$ cat src/rtl/rr_arb_2to1.sv
// Two-requester round-robin arbiter feeding one registered output slot.
// Optional per-requester transfer counters: define RR_ARB_2TO1_CNT_EN.
module rr_arb_2to1 #(
   parameter int BIT_WIDTH = 8
) (
   input  logic                 clk_i,
   input  logic                 rst_i,
   input  logic                 a_valid_i,
   input  logic [BIT_WIDTH-1:0] a_data_i,
   output logic                 a_ready_o,
   input  logic                 b_valid_i,
   input  logic [BIT_WIDTH-1:0] b_data_i,
   output logic                 b_ready_o,
   output logic                 y_valid_o,
   output logic [BIT_WIDTH-1:0] y_data_o,
   input  logic                 y_ready_i,
   output logic                 y_src_o
`ifdef RR_ARB_2TO1_CNT_EN
   ,
   output logic [15:0]          cnt_a_o,
   output logic [15:0]          cnt_b_o
`endif
);

   typedef enum logic {
      EMPTY = 1'b0,
      FULL  = 1'b1
   } state_t;

   state_t               state_q;
   state_t               state_d;
   logic                 last_grant_q;
   logic [BIT_WIDTH-1:0] data_q;
   logic                 src_q;
   logic                 free;
   logic                 grant_a;
   logic                 grant_b;
   logic                 in_xfer;
   logic                 out_xfer;

   // last_grant_q = 1 means B was served last, so A wins the next tie
   always_comb begin
      free    = (state_q == EMPTY) || y_ready_i;
      grant_a = 1'b0;
      grant_b = 1'b0;
      if (free && !rst_i) begin
         grant_a = a_valid_i && (!b_valid_i || last_grant_q);
         grant_b = b_valid_i && (!a_valid_i || !last_grant_q);
      end
   end

   assign a_ready_o = grant_a;
   assign b_ready_o = grant_b;
   assign in_xfer   = grant_a || grant_b;
   assign out_xfer  = (state_q == FULL) && y_ready_i;

   always_comb begin
      state_d = state_q;
      if (in_xfer) begin
         state_d = FULL;
      end else if (out_xfer) begin
         state_d = EMPTY;
      end
   end

   always_ff @(posedge clk_i or posedge rst_i) begin
      if (rst_i) begin
         state_q <= EMPTY;
      end else begin
         state_q <= state_d;
      end
   end

   always_ff @(posedge clk_i or posedge rst_i) begin
      if (rst_i) begin
         data_q       <= '0;
         src_q        <= 1'b0;
         last_grant_q <= 1'b1;
      end else if (in_xfer) begin
         data_q       <= grant_b ? b_data_i : a_data_i;
         src_q        <= grant_b;
         last_grant_q <= grant_b;
      end
   end

   assign y_valid_o = (state_q == FULL);
   assign y_data_o  = data_q;
   assign y_src_o   = src_q;

`ifdef RR_ARB_2TO1_CNT_EN
   logic [15:0] cnt_a_q;
   logic [15:0] cnt_b_q;

   always_ff @(posedge clk_i or posedge rst_i) begin
      if (rst_i) begin
         cnt_a_q <= '0;
         cnt_b_q <= '0;
      end else begin
         if (grant_a && cnt_a_q != 16'hFFFF) begin
            cnt_a_q <= cnt_a_q + 16'd1;
         end
         if (grant_b && cnt_b_q != 16'hFFFF) begin
            cnt_b_q <= cnt_b_q + 16'd1;
         end
      end
   end

   assign cnt_a_o = cnt_a_q;
   assign cnt_b_o = cnt_b_q;
`endif

endmodule
$ cat config.mk
export PLATFORM = sky130hd
export DESIGN_NAME = rr_arb_2to1
export DESIGN_NICKNAME = d
export VERILOG_FILES = /design/src/rtl/rr_arb_2to1.sv
export SDC_FILE = /design/constraint.sdc
export NUM_CORES = 1
export LEC_CHECK = 0
export ABC_AREA = 1
export CORE_MARGIN = 5
export CORE_UTILIZATION = 39
export CTS_BUF_LIST = sky130_fd_sc_hd__clkbuf_4 sky130_fd_sc_hd__clkbuf_8
export CTS_CLUSTER_DIAMETER = 120
export DETAILED_ROUTE_END_ITERATION = 10
export PLACE_DENSITY = 0.78
export SYNTH_ARGS = -nofsm -noshare
export SYNTH_HDL_FRONTEND = slang
export SYNTH_SLANG_ARGS = --single-unit
$ cat constraint.sdc
create_clock -name clk_i -period 1.8 [get_ports clk_i]
set_clock_uncertainty 0.2 [all_clocks]
set_input_delay 0.45 -clock clk_i [delete_from_list [all_inputs] [get_ports clk_i]]
set_output_delay 0.45 -clock clk_i [all_outputs]
set_load 0.1 [all_outputs]
==> results of run 1 <==
==> cell type report <==
type	count	area, um^2	share of cell area
inverters	13	52.6	0.0425
well taps	16	20.0	0.0162
flip-flops and latches	11	280	0.227
multi-input cells	53	305	0.247
clock buffers	4	30.0	0.0243
repair buffers	46	548	0.443
==> per-layer routing <==
metal	share of wire	global-route usage	vias to the layer above
li1	-	-	346
met1	0.37	0.196	338
met2	0.54	0.308	39
met3	0.074	0.0301	6
met4	0.016	0.100	0
met5	0	0	-
==> flip-flops by register name, indices dropped and copies added (netlist names) <==
signal / flops
last_grant_q: 1
y_data_o: 8
y_src_o: 1
y_valid_o: 1
==> synthesized netlist by cell type <==
cell type   n  area (um^2)
dfrtp_1    10          250
inv_1      11         41.3
o21ai_0     1         5.00
nand2_4     1         11.3
nor2_4      1         11.3
buf_6       1         11.3
nand2_1    19         71.3
dfstp_2     1         26.3
nand3_1    17         85.1
a21boi_1    1         7.51
nand4_1     1         6.26
buf_2       1         5.00
o21bai_1    8         60.1
inv_2       2         7.51
nand2_2     4         25.0
==> power by group <==
part | internal [mW] | leakage (nW) | switching [mW]
Clock | 0.101 | 0.0184 | 0.0885
Sequential | 0.332 | 0.131 | 0.0860
Combinational | 0.425 | 0.463 | 0.733
Total | 0.858 | 0.612 | 0.908
==> worst reg2reg max path: cells and delay by family, from the launching register on <==
family / cells / cell delay [ps]
flops: 1 / 540
compound gates: 1 / 120
buf+inv: 4 / 440
simple gates: 4 / 360
==> worst max path at each step <==
stage | endpoint | from | slack (ps) | cells after the start
2_1_floorplan | b_ready_o | y_valid_o | -240 | 3
3_3_place_gp | a_ready_o | b_valid_i | -300 | 5
3_5_place_dp | a_ready_o | y_ready_i | -330 | 8
4_1_cts | a_ready_o | last_grant_q | -160 | 5
5_1_grt | a_ready_o | last_grant_q | -240 | 5
6_report | a_ready_o | last_grant_q | -180 | 5
==> metrics by stage <==
step,std cells,cell area (um^2),utilization,power (mW)
after global placement,133,1140,0.757,1.52
after floorplan,79,637,-,1.07
final,143,1240,0.821,1.77
after global routing,143,1240,0.821,1.82
after detailed placement,133,1140,0.757,1.54
after CTS,141,1200,0.797,1.74
==> what timing repair did <==
action                     CTS  global route
gates resized for setup      7             4
setup buffers                4             2
pin swaps                    5             3
setup endpoints to repair    2             2
==> cell families after synthesis <==
family | Yosys count | synth area share
AOI/OAI and AO/OA | 10 | 0.116
buffers and inverters | 15 | 0.104
DFF | 11 | 0.443
and+or+nand+nor | 43 | 0.337
==> results.yml, run 1 <==
yosys:
  synth_cell_types: 15
  ys_seq_area_frac: 0.443
  avgSynthCellArea_um2: 7.90
  yosys_warnings: 0
  ys_ff_latch: 11
  synth_fp_nets: 100
  syn_inst: 79
  syn-cell-area_um2: 624
setup_path:
  slowest_delay_ps: 540
  crit_slowest_cell: "dfstp_2"
  timing.rr.end: "y_data_o[7]"
  crit_fanout: 2
  cp-end-kind: "output port"
  rrSetupSlack_ps: 70
  reg2reg_depth: 9
  critPathLaunchType: "register"
  critical_path_class: "register to output port"
  critical_path.top_delay_family: "flip-flops"
  worstPathArrival_ps: 1330
  path_cells: "inv_2, a21boi_2, nand2_2, clkinvlp_4, buf_12"
  worstPathRequired_ps: 1150
  r2r-start: "last_grant_q"
  cp_num_buf_inv: 3
pwr:
  p_per_area_nw_per_um2: 1430
  vdd_drop_max_v: 0.00102
  p_leak_nw: 0.612
final_layout:
  diodes: 0
  fin_nets: 149
  drive_gt1_frac: 0.346
  final_cell_mix: "19 x nand2_1, 17 x nand3_1, 16 x clkdlybuf4s50_1, 12 x buf_12, 12 x buf_4"
  n_fill_cell: 99
  syn2layout_area_growth_pct: 98.0
  layout_commonest_cell: "nand2_1"
sta:
  max_freq_ghz: 0.504
  finalHoldViolCount: 0
  setup_viol: 2
  maxSlewViolCount: 0
  hold_ws_ps: 152
  finalSetupTns_ps: -284
  period_share: 1.10
  worstMarginPinSlew_ps: 325
  rsz0062_at_grt: "yes"
  maxSlewHeadroom: 0.783
  period_minus_slack_ps: 1980
  fin_ws_ps: -183
job:
  drv_cap: 0
drt:
  first_iter_violations: 16
  detail_route.first_pass.iterations: 6
  wire_per_inst_um: 15.7
  antenna_left: 0
  routed_via_density: 5.10
  vias: 729
  drc: 0
  routed_wl_mm: 2.25
global_route:
  grt_max_degree: 13
  antenna_found_initial: 0
  grt_pass1_vias: 793
  track_usage: 0.177
  grt_pass1_wl_mm: 3.47
  grt-ovfl-total: 0
floorplanning:
  dieHeight_um: 50.0
  die_x_um: 50.0
  die_area_um2: 2500
  core_um2: 1510
  initial_core_util: 0.414
  ioPinCount: 33
  rows: 14
clock_network:
  clock_path_buffers: 2
  htree_levels: 1
  clkLatencyLatePin_ps: 260
  holdBufCountCts: 0
  cts_tree: "done"
  cts_buffers: 3
  clk_pin_slew_ps: 80
  cts_root_buf: "clkbuf_4"
  clkSinkCount: 11
placed_design:
  gp_congestion: 0.717
  dpl_worst_slack_ps: -333
  io_buffer_count: 32
  place_hpwl_mm: 1.57
status:
  violations: "setup timing"
  status: "complete, but fails checks"
worst_hold_path:
  hp-class: "primary input to asynchronous set/reset pin"
(Power assumes the default switching activity.)
==> inputs of run 2 (changes only) <==
SLEW_MARGIN = 20   (was unset)
==> results of run 2 <==
No change in the layout: final DEF, timing and power equal those of run 1.
